$ cat config.mk
export PLATFORM = sky130hd
export DESIGN_NAME = control_unit
export DESIGN_NICKNAME = d
export VERILOG_FILES = /design/src/rtl/control_unit.sv
export SDC_FILE = /design/constraint.sdc
export NUM_CORES = 1
export LEC_CHECK = 0
export ABC_AREA = 1
export CORE_MARGIN = 2
export CORE_UTILIZATION = 43
export CTS_CLUSTER_DIAMETER = 120
export CTS_CLUSTER_SIZE = 10
export DETAILED_ROUTE_END_ITERATION = 6
export MAX_ROUTING_LAYER = met4
export PLACE_DENSITY = 0.87
export SYNTH_ARGS = -nofsm -noshare
export SYNTH_HDL_FRONTEND = slang
export SYNTH_SLANG_ARGS = --single-unit
$ cat constraint.sdc
create_clock -name clk -period 1.9 [get_ports clk]
set_input_delay 0.475 -clock clk [delete_from_list [all_inputs] [get_ports clk]]
set_output_delay 0.475 -clock clk [all_outputs]
set_load 0.02 [all_outputs]
$ cat src/rtl/control_unit.sv
`default_nettype none
// +----------------------------------------------------------------------------+
// | control_unit                                                               |
// | Multicycle CPU control FSM: fetch, decode, execute/memory/write-back and   |
// | exception entry. Drives every datapath enable and mux select.              |
// | Revision: 1.0                                                              |
// +----------------------------------------------------------------------------+
module control_unit (
    input  logic       clk,
    input  logic       reset,
    input  logic [5:0] opcode,
    input  logic [5:0] funct,
    input  logic       overflow,
    input  logic       branch_cond,
    output logic       PC_write,
    output logic       MEMRead,
    output logic       IRWrite,
    output logic       MDR_load,
    output logic       RegWrite,
    output logic       A_load,
    output logic       B_load,
    output logic       AluOutWrite,
    output logic       EPCWrite,
    output logic [2:0] ALU_control,
    output logic [2:0] IorD,
    output logic [1:0] RegDst,
    output logic [2:0] MemToReg,
    output logic [1:0] ALUSourceA,
    output logic [2:0] ALUSourceB,
    output logic [2:0] PCSource,
    output logic [1:0] ALULogic,
    output logic [1:0] store_control_sign,
    output logic [1:0] load_size_control,
    output logic [5:0] state
);

    localparam logic [5:0] c_OP_RTYPE = 6'h00;
    localparam logic [5:0] c_OP_J     = 6'h02;
    localparam logic [5:0] c_OP_JAL   = 6'h03;
    localparam logic [5:0] c_OP_BEQ   = 6'h04;
    localparam logic [5:0] c_OP_BNE   = 6'h05;
    localparam logic [5:0] c_OP_BLE   = 6'h06;
    localparam logic [5:0] c_OP_BGT   = 6'h07;
    localparam logic [5:0] c_OP_ADDI  = 6'h08;
    localparam logic [5:0] c_OP_LW    = 6'h23;
    localparam logic [5:0] c_OP_SW    = 6'h2B;

    localparam logic [5:0] c_FN_ADD   = 6'h20;
    localparam logic [5:0] c_FN_SUB   = 6'h22;
    localparam logic [5:0] c_FN_AND   = 6'h24;
    localparam logic [5:0] c_FN_SLT   = 6'h2A;
    localparam logic [5:0] c_FN_JR    = 6'h08;
    localparam logic [5:0] c_FN_RTE   = 6'h13;
    localparam logic [5:0] c_FN_BREAK = 6'h0D;

    localparam logic [2:0] c_ALU_PASS = 3'b000;
    localparam logic [2:0] c_ALU_ADD  = 3'b001;
    localparam logic [2:0] c_ALU_SUB  = 3'b010;
    localparam logic [2:0] c_ALU_AND  = 3'b011;
    localparam logic [2:0] c_ALU_CMP  = 3'b111;

    localparam logic [2:0] c_EXC_OPCODE   = 3'd1;
    localparam logic [2:0] c_EXC_OVERFLOW = 3'd2;

    typedef enum logic [5:0] {
        S_RESET   = 6'd0,
        S_F1      = 6'd1,
        S_F2      = 6'd2,
        S_F3      = 6'd3,
        S_DEC     = 6'd4,
        S_EX_R    = 6'd5,
        S_WB_R    = 6'd6,
        S_SLT     = 6'd7,
        S_JR      = 6'd8,
        S_RTE     = 6'd9,
        S_BREAK   = 6'd10,
        S_EX_ADDI = 6'd11,
        S_WB_ADDI = 6'd12,
        S_AD      = 6'd13,
        S_LW_M1   = 6'd14,
        S_LW_M2   = 6'd15,
        S_LW_M3   = 6'd16,
        S_LW_WB   = 6'd17,
        S_SW_M1   = 6'd18,
        S_BR      = 6'd19,
        S_JMP     = 6'd20,
        S_J1      = 6'd21,
        S_J2      = 6'd22,
        S_EXC1    = 6'd23,
        S_EXC2    = 6'd24,
        S_EXC3    = 6'd25,
        S_EXC4    = 6'd26,
        S_EXC5    = 6'd27
    } state_t;

    state_t     state_q, state_d;
    logic [2:0] exc_code_q, exc_code_d;

    always_ff @(posedge clk) begin
        if (reset) begin
            state_q    <= S_RESET;
            exc_code_q <= 3'd0;
        end else begin
            state_q    <= state_d;
            exc_code_q <= exc_code_d;
        end
    end

    assign state = state_q;

    always_comb begin
        state_d            = state_q;
        exc_code_d         = exc_code_q;
        PC_write           = 1'b0;
        MEMRead            = 1'b0;
        IRWrite            = 1'b0;
        MDR_load           = 1'b0;
        RegWrite           = 1'b0;
        A_load             = 1'b0;
        B_load             = 1'b0;
        AluOutWrite        = 1'b0;
        EPCWrite           = 1'b0;
        ALU_control        = c_ALU_PASS;
        IorD               = 3'd0;
        RegDst             = 2'd0;
        MemToReg           = 3'd0;
        ALUSourceA         = 2'd0;
        ALUSourceB         = 3'd0;
        PCSource           = 3'd0;
        ALULogic           = 2'd0;
        store_control_sign = 2'b00;
        load_size_control  = 2'b00;

        // Reset masks every enable immediately so an aborted instruction has no side effects.
        if (!reset) begin
            case (state_q)
                S_RESET: begin
                    RegDst   = 2'd3;
                    MemToReg = 3'd3;
                    RegWrite = 1'b1;
                    state_d  = S_F1;
                end
                S_F1, S_F2: begin
                    ALUSourceB  = 3'd1;
                    ALU_control = c_ALU_ADD;
                    state_d     = (state_q == S_F1) ? S_F2 : S_F3;
                end
                S_F3: begin
                    ALUSourceB  = 3'd1;
                    ALU_control = c_ALU_ADD;
                    IRWrite     = 1'b1;
                    PC_write    = 1'b1;
                    state_d     = S_DEC;
                end
                S_DEC: begin
                    A_load      = 1'b1;
                    B_load      = 1'b1;
                    ALUSourceB  = 3'd4;
                    ALU_control = c_ALU_ADD;
                    AluOutWrite = 1'b1;
                    exc_code_d  = c_EXC_OPCODE;
                    state_d     = S_EXC1;
                    case (opcode)
                        c_OP_RTYPE: begin
                            case (funct)
                                c_FN_ADD, c_FN_SUB, c_FN_AND: state_d = S_EX_R;
                                c_FN_SLT:   state_d = S_SLT;
                                c_FN_JR:    state_d = S_JR;
                                c_FN_RTE:   state_d = S_RTE;
                                c_FN_BREAK: state_d = S_BREAK;
                                default:    state_d = S_EXC1;
                            endcase
                        end
                        c_OP_J:                               state_d = S_JMP;
                        c_OP_JAL:                             state_d = S_J1;
                        c_OP_BEQ, c_OP_BNE, c_OP_BLE, c_OP_BGT: state_d = S_BR;
                        c_OP_ADDI:                            state_d = S_EX_ADDI;
                        c_OP_LW, c_OP_SW:                     state_d = S_AD;
                        default:                              state_d = S_EXC1;
                    endcase
                end
                S_EX_R: begin
                    ALUSourceA  = 2'd1;
                    AluOutWrite = 1'b1;
                    case (funct)
                        c_FN_SUB: ALU_control = c_ALU_SUB;
                        c_FN_AND: ALU_control = c_ALU_AND;
                        default:  ALU_control = c_ALU_ADD;
                    endcase
                    // Logical AND cannot overflow; only add/sub trap.
                    if (overflow && (funct != c_FN_AND)) begin
                        exc_code_d = c_EXC_OVERFLOW;
                        state_d    = S_EXC1;
                    end else begin
                        state_d    = S_WB_R;
                    end
                end
                S_WB_R: begin
                    RegDst   = 2'd1;
                    RegWrite = 1'b1;
                    state_d  = S_F1;
                end
                S_SLT: begin
                    ALUSourceA  = 2'd1;
                    ALU_control = c_ALU_CMP;
                    RegDst      = 2'd1;
                    MemToReg    = 3'd4;
                    RegWrite    = 1'b1;
                    state_d     = S_F1;
                end
                S_JR: begin
                    PCSource = 3'd5;
                    PC_write = 1'b1;
                    state_d  = S_F1;
                end
                S_RTE: begin
                    PCSource = 3'd2;
                    PC_write = 1'b1;
                    state_d  = S_F1;
                end
                S_BREAK: begin
                    ALUSourceB  = 3'd1;
                    ALU_control = c_ALU_SUB;
                    PC_write    = 1'b1;
                    state_d     = S_F1;
                end
                S_EX_ADDI: begin
                    ALUSourceA  = 2'd1;
                    ALUSourceB  = 3'd3;
                    ALU_control = c_ALU_ADD;
                    AluOutWrite = 1'b1;
                    if (overflow) begin
                        exc_code_d = c_EXC_OVERFLOW;
                        state_d    = S_EXC1;
                    end else begin
                        state_d    = S_WB_ADDI;
                    end
                end
                S_WB_ADDI: begin
                    RegWrite = 1'b1;
                    state_d  = S_F1;
                end
                S_AD: begin
                    ALUSourceA  = 2'd1;
                    ALUSourceB  = 3'd3;
                    ALU_control = c_ALU_ADD;
                    AluOutWrite = 1'b1;
                    state_d     = (opcode == c_OP_LW) ? S_LW_M1 : S_SW_M1;
                end
                S_LW_M1, S_LW_M2: begin
                    IorD    = 3'd6;
                    state_d = (state_q == S_LW_M1) ? S_LW_M2 : S_LW_M3;
                end
                S_LW_M3: begin
                    MDR_load = 1'b1;
                    state_d  = S_LW_WB;
                end
                S_LW_WB: begin
                    MemToReg = 3'd6;
                    RegWrite = 1'b1;
                    state_d  = S_F1;
                end
                S_SW_M1: begin
                    IorD    = 3'd6;
                    MEMRead = 1'b1;
                    state_d = S_F1;
                end
                S_BR: begin
                    ALUSourceA  = 2'd1;
                    ALU_control = c_ALU_SUB;
                    PCSource    = 3'd1;
                    PC_write    = branch_cond;
                    case (opcode)
                        c_OP_BNE: ALULogic = 2'd1;
                        c_OP_BLE: ALULogic = 2'd3;
                        c_OP_BGT: ALULogic = 2'd2;
                        default:  ALULogic = 2'd0;
                    endcase
                    state_d = S_F1;
                end
                S_JMP: begin
                    PCSource = 3'd3;
                    PC_write = 1'b1;
                    state_d  = S_F1;
                end
                S_J1: begin
                    AluOutWrite = 1'b1;
                    state_d     = S_J2;
                end
                S_J2: begin
                    RegDst   = 2'd2;
                    RegWrite = 1'b1;
                    PCSource = 3'd3;
                    PC_write = 1'b1;
                    state_d  = S_F1;
                end
                S_EXC1: begin
                    ALUSourceB  = 3'd1;
                    ALU_control = c_ALU_SUB;
                    AluOutWrite = 1'b1;
                    state_d     = S_EXC2;
                end
                S_EXC2: begin
                    EPCWrite = 1'b1;
                    IorD     = exc_code_q;
                    state_d  = S_EXC3;
                end
                S_EXC3: begin
                    state_d = S_EXC4;
                end
                S_EXC4: begin
                    MDR_load = 1'b1;
                    state_d  = S_EXC5;
                end
                S_EXC5: begin
                    load_size_control = 2'b10;
                    PCSource          = 3'd4;
                    PC_write          = 1'b1;
                    state_d           = S_F1;
                end
                default: begin
                    state_d = S_RESET;
                end
            endcase
        end
    end

endmodule
`default_nettype wire

## Word level (Yosys, flattened, before mapping)

Cells that the tools add are included.

| operators by class | value |
|---|---|
| reductions and logical operators | 23 |
| equal/unequal tests | 46 |
| mux-type cells | 47 |

Operators by type and width:

| cell | number |
|---|---|
| 6-bit case mux with 14 select lines | 1 |
| 6-bit by 5-bit == test with 1-bit output, second input constant | 13 |
| 6-bit by 4-bit == test with 1-bit output, second input constant | 11 |
| 6-bit by 3-bit == test with 1-bit output, second input constant | 8 |
| 6-bit == test, second input constant | 6 |
| 6-bit case mux with 6 select lines | 1 |
| 3-bit case mux with 3 select lines | 3 |
| 5-bit case mux with 5 select lines | 1 |
| 6-bit by 2-bit == test with 1-bit output, second input constant | 4 |
| 3-bit 2-to-1 mux | 7 |
| 5-bit 2-to-1 mux | 4 |
| 1-bit 2-to-1 mux | 18 |
| 6-bit OR reduction | 3 |
| 3-bit case mux with 5 select lines | 1 |
| 2-bit OR reduction | 7 |
| 13-bit OR reduction | 1 |
| 6-bit logical NOT | 2 |
| 2-bit case mux with 3 select lines | 2 |
| 3-bit case mux with 4 select lines | 1 |
| 2-bit 2-to-1 mux | 5 |
| 5-bit OR reduction | 2 |
| 3-bit OR reduction | 3 |
| 7-bit OR reduction | 1 |
| 6-bit by 1-bit == test with 1-bit output, second input constant | 1 |
| 9 further kinds | 10 |

| storage, ports and cells | value |
|---|---|
| output and inout bits | 40 |
| bits in registers | 9 |
| logic and storage cells | 118 |
| input port bits | 16 |

## Longest topological paths before layout

Gate-level depths: netlist of the first run.

| logic depth | value |
|---|---|
| depth after elaboration | 5 |
| depth in mapped cells | 12 |
| mapped depth without buffers | 12 |

## Worst setup path after synthesis of the first run

OpenSTA, ideal clock, no wires.

| timing | value |
|---|---|
| path kind | register -> output |
| start | register state_q[3] (netlist: state[3]) |
| end | output port IorD[1] |
| setup slack | -0.279 ns |
| path buffers | 0 |
| stages on the path, launching flop included | 9 |
| arrival | 1.704 ns |
| required time | 1.425 ns |
| path through | dfxtp_1 -> inv_1 -> nor2_2 -> nand2_1 -> nor2_1 -> nand2_1 -> nor2_1 -> nand2_1 -> o21ai_1 |

| on the way | value |
|---|---|
| longest elaborated chain between the ends | 4 |
| elaborated cells on any way between the ends | 7 |
| classes of those cells | eq/ne (4); mux (2); reduce/logical (1) |

Ends and longest elaborated chain:

| item | RTL line | text |
|---|---|---|
| from (decl) | 96 | `state_t state_q, state_d;` |
| from (signal assigned) | 104 | `state_q <= state_d;` |
| 6-bit by 4-bit == test with 1-bit output or 6-bit by 5-bit == test with 1-bit output (tied branches) | 136 | `case (state_q)` |
| 3-bit OR reduction (no source line) | - |  |
| 3-bit case mux with 2 select lines (*) | 136 |  |
| 3-bit 2-to-1 mux (*) | 135 | `if (!reset) begin` |
| to (decl) | 25 | `output logic [2:0] IorD,` |

Every way passes the cells marked *; elsewhere a longest branch is shown, timed or not.

## Worst setup path after layout of the first run

| timing | value |
|---|---|
| start | register state_q[2] (netlist: state[2]) |
| end | output port PC_write |

| on the way | value |
|---|---|
| longest elaborated chain between the ends | 4 |
| elaborated cells on any way between the ends | 11 |
| classes of those cells | eq/ne (8); mux (2); reduce/logical (1) |

Ends and longest elaborated chain:

| item | RTL line | text |
|---|---|---|
| 6-bit by 5-bit == test with 1-bit output, or another cell as far along | 136 |  |
| 7-bit OR reduction (no source line) | - |  |
| 1-bit case mux with 2 select lines (*) | 136 |  |
| 1-bit 2-to-1 mux (*) | 135 |  |
| to (decl) | 15 | `output logic PC_write,` |

Marked as above.

==> metrics.yaml, run 1 <==
dp_hpwl_mm: 4.05
hp-class: "reg -> reg"
fin_ws_ps: -343
dr.pass1.iters: 7
powerDensity_nw_per_um2: 817
wl_mm: 9.67
min_from: "exc_code_q[0]"
leakagePower_nw: 1.39
insertion_delay_ps: 270
seq_area_um2: 159
yosysTopAreaCell: "nor2_1"
layout-drive-gt1-share_pct: 60.6
synthTopCellsByArea: "nor2_1 (13%), nand2_1 (13%), dfxtp_1 (10%), inv_1 (8.7%), a21oi_1 (7.1%)"
drt-initial-drc-count: 630
cts.reportedPaths.clkPinSlew_ps: 60
tns_ps: -7420
min_period_over_period_pct: 118
max_cap_violations: 0
gp_congestion: 1.01
synth_area_um2: 1340
ctsRootBufferMaster: "clkbuf_4"
postLayoutCellArea_um2: 2870
cts_buffer_depth: 2
ys_seq_elements: 7
area_growth_pct: 115
grt_pass1_wl_mm: 9.86
hold_viol: 0
ir_drop_mv: 0.488
holdBufCountCts: 0
grt_overflow: 0
design.core.area_um2: 3000
die_x_um: 59.7
start_util_pct: 44.5
layout_commonest_cell: "buf_4"
timing.rr.end: "state[0]"
period_needed_ps: 2240
path_max_fanout: 5
arrival_ps: 1770
clock-sinks: 7
mostFrequentLayoutCells: "buf_4 (86), nand2_1 (38), nor2_1 (26)"
grt_usage_pct: 37.5
required_ps: 1420
cts_made_buffers: 3
timing.rr.start: "state[2]"
critPathSlowestCell: "dfxtp_4"
p_total_mw: 2.34
rr_worst_depth: 13
num_vias: 2764
finClkSkew_ps: 4.35
cp_top_family: "buffers and inverters"
avgSynthCellArea_um2: 5.39
path_cells: "buf_6, nor2_4, buf_6, nand2_1, nand2_1, a21oi_1, a31oi_2, buf_4"
grt_max_degree: 18
setup-violations-final: 35
cts_tree: "built"
clock.fmax_mhz: 446
vias_per_cell: 6.76
path_buf_inv: 3
grt_pass1_vias: 2205
placementRows: 20
cp.depth: 8
status: "complete, but fails checks"
post_dp_cell_area_um2: 2370
diodes: 0
crit_path_max_incr_delay_ps: 370
syn_inst: 248
critPathLaunchType: "flop"
drc: 29
dieArea_um2: 3570
fin_util_pct: 95.5
wl_per_cell_um: 23.6
crit_path_end: "PC_write"
yosysWarnings: 0
drv_slew: 0
synth_cell_types: 34
placement.io_buffers: 50
nFillCells: 75
critPathKind: "reg -> out"
die_y_um: 59.7
synth_top_area_share_pct: 13.5
ant_nets: 0
grt_antenna_before_repair: 0
r2r_slack_ps: 10
multi_input_area_um2: 1370
nets: 393
io_pins: 56
rsz0062_at_grt: "true"
violations: "design-rule violations, negative setup slack"
end_kind: "output port"
htree_levels: 1
crit_path_start: "state[2]"
ys_seq_area_share_pct: 10.5
-- metal layers --
metal | up-vias | part of all wire, % | global-route usage, %
met5 | - | 0 | -
met4 | 0 | 11 | 18.4
met3 | 164 | 14 | 5.63
met2 | 362 | 44 | 64.4
met1 | 1189 | 30 | 42.0
li1 | 1049 | - | -
-- how the worst min path moves through the flow --
stage	depth (start not counted)	to	slack [ps]
floorplan	2	exc_code_q[0]	440
global placement	2	exc_code_q[0]	460
detailed placement	2	exc_code_q[0]	450
CTS	2	exc_code_q[1]	480
global route	2	exc_code_q[0]	520
finish	2	exc_code_q[0]	510
-- kinds of logic after synthesis --
| family | synth area share (%) |
|---|---|
| simple gates | 55.4 |
| buf+inv | 16.3 |
| other cells | 0.281 |
| compound gates | 17.5 |
| flops | 10.5 |
-- registers in the layout, indices dropped and copies added, names as in the netlist --
| register | cells |
|---|---|
| exc_code_q | 2 |
| state | 5 |
-- what timing repair did --
| item | in CTS | in global routing |
|---|---|---|
| hold endpoints to repair | 0 | 0 |
| gates resized for setup | 205 | 84 |
| setup buffers | 10 | 9 |
| endpoints found under the setup margin | 32 | 36 |
| pin swaps | 24 | 34 |
-- worst reg2reg max path, stage by stage (launching register included) --
cell	delay (ps)
dfxtp_4	390
buf_6	130
nor2_4	60
buf_6	130
buf_4	140
nand3_4	70
buf_4	120
o21ai_0	70
a21oi_1	160
nand2_1	100
nor2_1	120
nand3_1	100
nand2_1	110
inv_1	60
-- Yosys cell counts, drive strengths merged --
library cell and n:
nand3b 3, buf 10, nor3b 2, nor2 59, nand3 20, o21ai 10
a21oi 22, o21bai 1, nand4 5, conb 1, a31oi 5, clkbuf 1
inv 38, nor3 6, o211ai 1, dfxtp 7, or2 2, nand2 54
o31ai 1
-- report_power, final --
part	total (mW)	switching, mW	internal (mW)
combinational	1.92	1.13	0.790
sequential	0.275	0.0815	0.193
clock	0.147	0.0665	0.0809
total	2.34	1.28	1.06
-- metrics by stage --
stage               setup WS (ps)  hold slack [ps]  std cells
floorplan                    17.7              442        252
global placement             -778              458        386
detailed placement           -846              454        386
CTS                          -220              476        400
global route                 -501              522        409
finish                       -343              511        409
-- cell type report --
type | count | area share (%)
multi-input cells | 196 | 47.8
clock buffers | 4 | 0.916
inverters | 38 | 5.15
well taps | 33 | 1.44
flip-flops and latches | 7 | 5.54
repair buffers | 131 | 39.2
Power figures use the tool's default switching activity.
==> run 2, diff against run 1 <==
--- a/config.mk
+++ b/config.mk
@@ -6,13 +6,15 @@
 export NUM_CORES = 1
 export LEC_CHECK = 0
 export ABC_AREA = 1
+export CELL_PAD_IN_SITES_DETAIL_PLACEMENT = 0
+export CELL_PAD_IN_SITES_GLOBAL_PLACEMENT = 2
 export CORE_MARGIN = 2
-export CORE_UTILIZATION = 43
+export CORE_UTILIZATION = 20
 export CTS_CLUSTER_DIAMETER = 120
 export CTS_CLUSTER_SIZE = 10
 export DETAILED_ROUTE_END_ITERATION = 6
 export MAX_ROUTING_LAYER = met4
-export PLACE_DENSITY = 0.87
+export PLACE_DENSITY = 0.86
 export SYNTH_ARGS = -nofsm -noshare
 export SYNTH_HDL_FRONTEND = slang
 export SYNTH_SLANG_ARGS = --single-unit
==> metrics.yaml, run 2 (synthesized netlist as in run 1, its figures left out) <==
post_dp_cell_area_um2: 2580  # was 2370 µm²
clock-sinks: 7  # unchanged
htree_levels: 1  # unchanged
status: "complete, but fails checks"  # unchanged
grt_antenna_before_repair: 0  # unchanged
stdcell_count: 475  # was 409
start_util_pct: 20.8  # was 44.5%
grt_pass1_wl_mm: 9.40  # was 9.86 mm
finClkSkew_ps: 4.11  # was 4.35 ps
cts_made_buffers: 3  # unchanged
io_pins: 56  # unchanged
grt_usage_pct: 16.2  # was 37.5%
nFillCells: 685  # was 75
cts_tree: "built"  # unchanged
drt-initial-drc-count: 78  # was 630
clock.fmax_mhz: 487  # was 446 MHz
fin_ws_ps: -153  # was -343 ps
p_sw_mw: 1.11  # was 1.28 mW
timing.rr.end: "state[0]"  # unchanged
arrival_ps: 1580  # was 1770 ps
nets: 415  # was 393
rr_worst_depth: 12  # was 13
critPathLaunchType: "flop"  # unchanged
tns_ps: -2040  # was -7420 ps
ctsRootBufferMaster: "clkbuf_8"  # was clkbuf_4
crit_path_end: "ALUSourceA[0]"  # was PC_write
clockPowerShare_pct: 8.9  # was 6.3%
wl_mm: 5.79  # was 9.67 mm
dp_hpwl_mm: 4.50  # was 4.05 mm
hold_viol: 0  # unchanged
placementRows: 29  # was 20
required_ps: 1420  # about the same
grt_pass1_vias: 2045  # was 2205
holdWs_ps: 470  # was 511 ps
timing.rr.start: "state[0]"  # was state[2]
critPathKind: "reg -> out"  # unchanged
design.core.area_um2: 6420  # was 3000 µm²
mostFrequentLayoutCells: "buf_4 (112), nand2_1 (39), nor2_1 (25)"  # was buf_4 (86), nand2_1 (38), nor2_1 (26)
gp_congestion: 0.901  # was 1.01
layout-drive-gt1-share_pct: 62.3  # was 60.6%
r2r_slack_ps: 230  # was 10 ps
holdPathStages: 2  # unchanged
die_y_um: 85.7  # was 59.7 µm
diodes: 0  # unchanged
max_cap_violations: 0  # unchanged
postLayoutCellArea_um2: 3100  # was 2870 µm²
layout_commonest_cell: "buf_4"  # unchanged
p_int_mw: 1.24  # was 1.06 mW
die_x_um: 85.7  # was 59.7 µm
grt_max_degree: 16  # was 18
min_period_over_period_pct: 108  # was 118%
num_vias: 2103  # was 2764
dieArea_um2: 7350  # was 3570 µm²
crit_path_start: "state[4]"  # was state[2]
seqPwrFrac_pct: 11.7  # about the same
end_kind: "output port"  # unchanged
wl_per_cell_um: 12.2  # was 23.6 µm
drc: 0  # was 29
rsz0062_at_grt: "true"  # unchanged
path_max_fanout: 5  # unchanged
fin_util_pct: 48.3  # was 95.5%
drv_slew: 0  # unchanged
power_frac_comb_pct: 79.4  # was 82.0%
leakagePower_nw: 1.52  # was 1.39 nW
p_total_mw: 2.35  # was 2.34 mW
placement.io_buffers: 50  # unchanged
area_growth_pct: 132  # was 115%
cts.reportedPaths.clkPinSlew_ps: 40  # was 60 ps
hp-class: "reg -> reg"  # unchanged
dr.pass1.iters: 6  # was 7
ir_drop_mv: 0.258  # was 0.488 mV
insertion_delay_ps: 230  # was 270 ps
violations: "negative setup slack"  # was design-rule violations, negative setup slack
setup-violations-final: 25  # was 35
grt_overflow: 0  # unchanged
largest_reg_flops: 5  # unchanged
place_ws_ps: -824  # was -846 ps
cts_buffer_depth: 2  # unchanged
period_needed_ps: 2050  # was 2240 ps
dp_cells: 450  # was 386
ant_nets: 0  # unchanged
vias_per_cell: 4.43  # was 6.76
swShare_pct: 47.2  # was 54.6%
powerDensity_nw_per_um2: 757  # was 817 nW/µm²
==> run 2: cell count changes in the layout (fill, tap and decap cells not counted), moves of 2 or more <==
| cell | before | now |
|---|---|---|
| buf_4 | 86 | 112 |
| buf_6 | 25 | 19 |
| clkbuf_4 | 3 | 0 |
| clkbuf_8 | 0 | 3 |
| nand2_2 | 12 | 9 |
| clkdlybuf4s15_1 | 0 | 2 |
| clkdlybuf4s50_1 | 5 | 7 |
| dlygate4sd2_1 | 9 | 7 |
| inv_1 | 21 | 19 |
| inv_4 | 2 | 4 |
| nand2_4 | 3 | 5 |
| nand3_1 | 14 | 16 |
| o21ai_4 | 1 | 3 |
==> run 2: worst min-delay path by stage <==
stage                       start             to
CTS                 exc_code_q[0]  exc_code_q[0]
global route        exc_code_q[0]  exc_code_q[0]
detailed placement  exc_code_q[0]  exc_code_q[0]
global placement    exc_code_q[0]  exc_code_q[0]
floorplan           exc_code_q[0]  exc_code_q[0]
finish              exc_code_q[1]  exc_code_q[1]
==> run 2: area by class of cell <==
class / instances / area (µm²) / area share (%)
clock buffer: 4 / 45.0 / 1.45
inverter: 38 / 153 / 4.92
sequential: 7 / 159 / 5.13
tap: 77 / 96.3 / 3.11
multi-input combinational: 196 / 1370 / 44.2
timing repair buffer: 153 / 1280 / 41.2
==> run 2: power groups by stage <==
stage,Combinational (mW),Sequential [mW],Clock (mW)
finish,1.86,0.275,0.208
global route,2.00,0.279,0.225
CTS,1.67,0.262,0.211
detailed placement,1.48,0.245,0
global placement,1.47,0.243,0
floorplan,0.674,0.282,0
==> run 2: repair_timing <==
item,4_1_cts,5_1_grt
buffers inserted,15,6
pin swaps,22,27
resized for setup,221,69
hold endpoints to repair,0,0
setup endpoints to repair,34,36
hold buffers,0,0
==> run 2: worst max-delay path, stage by stage, from the launching register on <==
cell	delay, ps
dfxtp_4	360
buf_4	140
nor3_4	290
nand2_1	180
a31oi_4	240
buf_6	140
==> run 2: layer usage <==
metal | global-route usage (%) | vias to the layer above | routed length, µm
met5 | - | - | 0
met4 | 2.45 | 0 | 23
li1 | - | 1086 | -
met3 | 1.44 | 2 | 189
met2 | 28.5 | 40 | 3080
met1 | 20.5 | 975 | 2500
==> RTL edit 1, RTL diff (config.mk and constraints of run 1) <==
Register the inputs `opcode`, `funct`, `overflow` and `branch_cond` before use, without a reset. The logic sees them one clock later.
--- a/src/rtl/control_unit.sv
+++ b/src/rtl/control_unit.sv
@@ -93,6 +93,18 @@
         S_EXC5    = 6'd27
     } state_t;
 
+    logic [5:0] opcode_q;
+    logic [5:0] funct_q;
+    logic overflow_q;
+    logic branch_cond_q;
+
+    always_ff @(posedge clk) begin
+        opcode_q      <= opcode;
+        funct_q       <= funct;
+        overflow_q    <= overflow;
+        branch_cond_q <= branch_cond;
+    end
+
     state_t     state_q, state_d;
     logic [2:0] exc_code_q, exc_code_d;
 
@@ -160,9 +172,9 @@
                     AluOutWrite = 1'b1;
                     exc_code_d  = c_EXC_OPCODE;
                     state_d     = S_EXC1;
-                    case (opcode)
+                    case (opcode_q)
                         c_OP_RTYPE: begin
-                            case (funct)
+                            case (funct_q)
                                 c_FN_ADD, c_FN_SUB, c_FN_AND: state_d = S_EX_R;
                                 c_FN_SLT:   state_d = S_SLT;
                                 c_FN_JR:    state_d = S_JR;
@@ -182,13 +194,13 @@
                 S_EX_R: begin
                     ALUSourceA  = 2'd1;
                     AluOutWrite = 1'b1;
-                    case (funct)
+                    case (funct_q)
                         c_FN_SUB: ALU_control = c_ALU_SUB;
                         c_FN_AND: ALU_control = c_ALU_AND;
                         default:  ALU_control = c_ALU_ADD;
                     endcase
                     // Logical AND cannot overflow; only add/sub trap.
-                    if (overflow && (funct != c_FN_AND)) begin
+                    if (overflow_q && (funct_q != c_FN_AND)) begin
                         exc_code_d = c_EXC_OVERFLOW;
                         state_d    = S_EXC1;
                     end else begin
@@ -229,7 +241,7 @@
                     ALUSourceB  = 3'd3;
                     ALU_control = c_ALU_ADD;
                     AluOutWrite = 1'b1;
-                    if (overflow) begin
+                    if (overflow_q) begin
                         exc_code_d = c_EXC_OVERFLOW;
                         state_d    = S_EXC1;
                     end else begin
@@ -245,7 +257,7 @@
                     ALUSourceB  = 3'd3;
                     ALU_control = c_ALU_ADD;
                     AluOutWrite = 1'b1;
-                    state_d     = (opcode == c_OP_LW) ? S_LW_M1 : S_SW_M1;
+                    state_d     = (opcode_q == c_OP_LW) ? S_LW_M1 : S_SW_M1;
                 end
                 S_LW_M1, S_LW_M2: begin
                     IorD    = 3'd6;
@@ -269,8 +281,8 @@
                     ALUSourceA  = 2'd1;
                     ALU_control = c_ALU_SUB;
                     PCSource    = 3'd1;
-                    PC_write    = branch_cond;
-                    case (opcode)
+                    PC_write    = branch_cond_q;
+                    case (opcode_q)
                         c_OP_BNE: ALULogic = 2'd1;
                         c_OP_BLE: ALULogic = 2'd3;
                         c_OP_BGT: ALULogic = 2'd2;
Check against the original RTL: not equivalent (a bounded check fails within 10 cycles, from zero or initial values and one cycle with reset high).
==> RTL edit 1 against run 1 <==
- the flow finishes with violations (setup timing)
- sequential power up 120%
- synthesized cell count increased by 5.6%
- power rose by 17%
- final cell count increased by 6.1%
- cell area up 12%
- routed wire length shrank 4.0%
- area after synthesis is 15% higher
- sequential cell count rose by 14
- clock power increased by 65%
- utilization shrank 0.96 points
- critical path depth stayed put
- first-iteration DRC count decreased by 32%
- setup slack worse by 130 ps
- critical endpoint is now IorD[1]
- largest cell class unchanged
==> RTL edit 1: results (changes against run 1) <==
[run_status]
outcome=finished with violations  ; unchanged
violations=setup timing  ; was DRC, setup timing

[clocking]
ctsHoldBuffers=0  ; unchanged
h-tree-depth=1  ; unchanged
root_buffer=clkbuf_4  ; unchanged
cts_buffers=3  ; unchanged
path_clk_slew_ps=140  ; was 60 ps
clock_latency_ps=330  ; was 270 ps

[timing]
setup_viol=31  ; was 35
finalWorstSetupSlack_ps=-470.8  ; was -342.5 ps
timing.hold.ws_ps=530.4  ; was 510.6 ps
skew_ps=14.50  ; was 4.351 ps

[routing]
wirelength_met1_um=3112  ; was 2887 um
wl_per_cell_um=21.38  ; was 23.64 um
met2WireLength_um=4260  ; was 4299 um
wl_met3_um=1244  ; was 1371 um
avgViaCountPerCell=6.253  ; was 6.758
first_pass_iters=7  ; unchanged
drt_iter0_markers=428  ; was 630
top_layer=met4  ; unchanged
vias=2714  ; was 2764

[cells_and_area]
fin_nets=405  ; was 393
drive_above_1_share=0.5361  ; was 0.6064
fill_cells=102  ; was 75

[global_route]
grt_use_total=0.3291  ; was 0.3753
grt_pass1_vias=2190  ; was 2205
grt_pass1_wl_um=10290  ; was 9860 um
grt_max_degree=15  ; was 18
antenna_found_initial=0  ; unchanged

[placement]
place_hpwl_um=4392  ; was 4049 um
placed_cells=415  ; was 386
gp_congestion=1.005  ; was 1.009
io_buffers=50  ; unchanged
place_area_um2=2592  ; was 2372 um^2

[power]
ir_drop_v=0.0006993  ; was 0.0004885 V
p_sw_frac=0.4866  ; was 0.5458
p_leak_nw=1.582  ; was 1.386 nW

[worst_setup_path]
slowest_stage=dfxtp_2  ; was dfxtp_4
worstPathArrival_ps=1900  ; was 1770 ps
worst-r2r-cell-count=12  ; was 13
slowest_delay_ps=390  ; was 370 ps
r2r_start=state[0]  ; was state[2]
crit_path_max_fanout=3  ; was 5
reg2reg_slack_ps=-60  ; was 10 ps
crit_family=simple AND/OR/NAND/NOR gates  ; was buffers and inverters
timing.rr.end=state[0]  ; unchanged

[yosys]
syn_area_per_cell_um2=5.874  ; was 5.388 um^2
yosysWarnings=0  ; unchanged
synth_area_leaders=dfxtp_1, nor2_1, nand2_1, inv_1, a21oi_1  ; was nor2_1, nand2_1, dfxtp_1, inv_1, a21oi_1
synth-seq-area-share=0.2732  ; was 0.1049
synth_common_cells=nor2_1, nand2_1, inv_1, dfxtp_1  ; was nor2_1, nand2_1, inv_1, a21oi_1, nand3_1
synthArstFlopShare=0  ; unchanged
synthDistinctLibCells=30  ; was 34

[worst_hold_path]
hp-start=exc_code_q[0]  ; unchanged
hold_path_class=reg -> reg  ; unchanged

RTL edit 1: worst min-delay path, delay by kind of cell (launching register included):
kind	cells	cell delay [ps]
flops	1	370
simple gates	1	80
compound gates	1	60
RTL edit 1: how the worst max path moves through the flow:
stage	startpoint	end	slack, ps	cells past startpoint
after floorplan	state[4]	ALUSourceB[0]	10	8
after global placement	reset	EPCWrite	-540	4
final	state[3]	IorD[1]	-470	8
after global routing	state[3]	IorD[1]	-500	8
after CTS	state[3]	ALUSourceA[0]	-290	10
after detailed placement	reset	ALULogic[0]	-570	5
RTL edit 1: layer usage:
layer	vias up	GRT usage
met4	0	0.08424
met5	-	-
li1	1086	-
met2	310	0.5508
met3	97	0.06162
met1	1221	0.4072
RTL edit 1: timing repair:
item | CTS | global route
setup buffers | 5 | 10
pin swaps | 21 | 18
resized for setup | 253 | 59
cloned | 0 | 0
endpoints found under the setup margin | 32 | 30
RTL edit 1: cells by family after synthesis:
logic type             count (synthesis)  synth area share
and+or+nand+nor                      154            0.4423
buffers and inverters                 50            0.1415
AOI/OAI and AO/OA                     36            0.1407
DFF                                   21            0.2732
other                                  1          0.002437
RTL edit 1: stage by stage:
stage / setup TNS, ps / worst slack [ps] / utilization
floorplan: 0 / 10.09 / -
global placement: -13160 / -539.7 / 0.7649
detailed placement: -13770 / -570.0 / 0.7649
CTS: -4784 / -292.5 / 0.8608
global route: -9393 / -496.6 / 0.9454
finish: -8425 / -470.8 / 0.9454
RTL edit 1: layout make-up:
cell class,instances,area [um^2],share of cell area
sequential,21,436.7,0.1363
timing repair buffer,129,1152,0.3596
inverter,39,173.9,0.05428
clock buffer,3,22.52,0.007029
tap,46,57.56,0.01796
clock inverter,1,5.005,0.001562
multi-input combinational,195,1356,0.4233
RTL edit 1: power groups by stage:
stage | clock network [mW] | registers [mW] | logic, mW
after detailed placement | 0 | 0.560 | 1.31
after global placement | 0 | 0.558 | 1.30
after CTS | 0.228 | 0.587 | 1.50
after global routing | 0.254 | 0.605 | 1.96
final | 0.242 | 0.602 | 1.90
after floorplan | 0 | 0.590 | 0.616
==> RTL edit 2, RTL diff (flow settings as in run 1) <==
Without the edit above. Register the output `IorD`, cleared by the reset; this adds one clock of latency there. The other outputs are not delayed to match.
--- a/src/rtl/control_unit.sv
+++ b/src/rtl/control_unit.sv
@@ -93,6 +93,8 @@
         S_EXC5    = 6'd27
     } state_t;
 
+    logic [2:0] IorD_d;
+
     state_t     state_q, state_d;
     logic [2:0] exc_code_q, exc_code_d;
 
@@ -121,7 +123,7 @@
         AluOutWrite        = 1'b0;
         EPCWrite           = 1'b0;
         ALU_control        = c_ALU_PASS;
-        IorD               = 3'd0;
+        IorD_d             = 3'd0;
         RegDst             = 2'd0;
         MemToReg           = 3'd0;
         ALUSourceA         = 2'd0;
@@ -248,7 +250,7 @@
                     state_d     = (opcode == c_OP_LW) ? S_LW_M1 : S_SW_M1;
                 end
                 S_LW_M1, S_LW_M2: begin
-                    IorD    = 3'd6;
+                    IorD_d  = 3'd6;
                     state_d = (state_q == S_LW_M1) ? S_LW_M2 : S_LW_M3;
                 end
                 S_LW_M3: begin
@@ -261,7 +263,7 @@
                     state_d  = S_F1;
                 end
                 S_SW_M1: begin
-                    IorD    = 3'd6;
+                    IorD_d  = 3'd6;
                     MEMRead = 1'b1;
                     state_d = S_F1;
                 end
@@ -302,7 +304,7 @@
                 end
                 S_EXC2: begin
                     EPCWrite = 1'b1;
-                    IorD     = exc_code_q;
+                    IorD_d   = exc_code_q;
                     state_d  = S_EXC3;
                 end
                 S_EXC3: begin
@@ -325,6 +327,14 @@
         end
     end
 
+    always_ff @(posedge clk) begin
+        if (reset) begin
+            IorD <= '0;
+        end else begin
+            IorD <= IorD_d;
+        end
+    end
+
 endmodule
 `default_nettype wire
 
Function: changed (a bounded check fails within 10 cycles, from zero or initial values and one cycle with reset high).
==> RTL edit 2 against run 1 <==
- the flow now stops in global routing (5_1_grt)
- area after synthesis shrank 2.6%
==> RTL edit 2: results (changes against run 1) <==
[run_status]
outcome=did not finish  ; was finished with violations
stop_stage=global routing (5_1_grt)
tool.error=[ERROR DPL-0038] Utilization greater than 100%, impossible to legalize

[clocking]
root_buffer=clkbuf_4  ; unchanged
cts_buffers=3  ; unchanged
h-tree-depth=1  ; unchanged

[placement]
place_hpwl_um=3712  ; was 4049 um
io_buffers=50  ; unchanged
placed_cells=381  ; was 386
place_ws_ps=-937.7  ; was -845.7 ps
gp_congestion=0.9896  ; was 1.009

[yosys]
yosys_most_used_dff=dfxtp_1  ; unchanged
synth-seq-area-share=0.1538  ; was 0.1049
synthMuxAreaShare=0  ; unchanged
synth-compound-area-share=0.1548  ; was 0.1751
synthDistinctLibCells=27  ; was 34
synth_cells=246  ; was 248
synthArstFlopShare=0  ; unchanged
synth_area_leaders=nor2_1, dfxtp_1, nand2_1, inv_1, nand3_1  ; was nor2_1, nand2_1, dfxtp_1, inv_1, a21oi_1
synth_common_cells=nor2_1, nand2_1, inv_1, nand3_1, a21oi_1  ; was nor2_1, nand2_1, inv_1, a21oi_1, nand3_1
yosys_register_bits=10  ; was 7
synth_xor_area_frac=0  ; unchanged
synthAdderAreaFrac=0  ; unchanged
yosysWarnings=0  ; unchanged

[timing]
grt-worst-endpoint=ALULogic[0]
worstEndpointType=top-level output

[global_route]
grt_max_degree=21

[RTL edit 2: cell count changes after synthesis, moves of 3 or more]
cell / run 1 / this run
nand2_1: 47 / 42
nor2_2: 7 / 3
nor2_1: 48 / 59
dfxtp_1: 7 / 10
nor3_1: 4 / 7
o21ai_1: 3 / 0
a21oi_2: 3 / 0
a41oi_1: 0 / 3
inv_2: 7 / 4
[RTL edit 2: cell families after synthesis]
group           after synthesis
flops                        10
compound gates               36
other cells                   1
buf+inv                      48
simple gates                151
[RTL edit 2: timing repair]
item,in CTS
pin swaps,19
hold endpoints to repair,0
resized for setup,207
endpoints found under the setup margin,29
buffers inserted,12
[RTL edit 2: per-stage QoR]
step                      hold WS (ps)  area, um^2    util
after CTS                        458.8        2556  0.9112
after detailed placement         443.7        2296  0.8185
after floorplan                  416.8        1355       -
after global placement           431.0        2296  0.8185
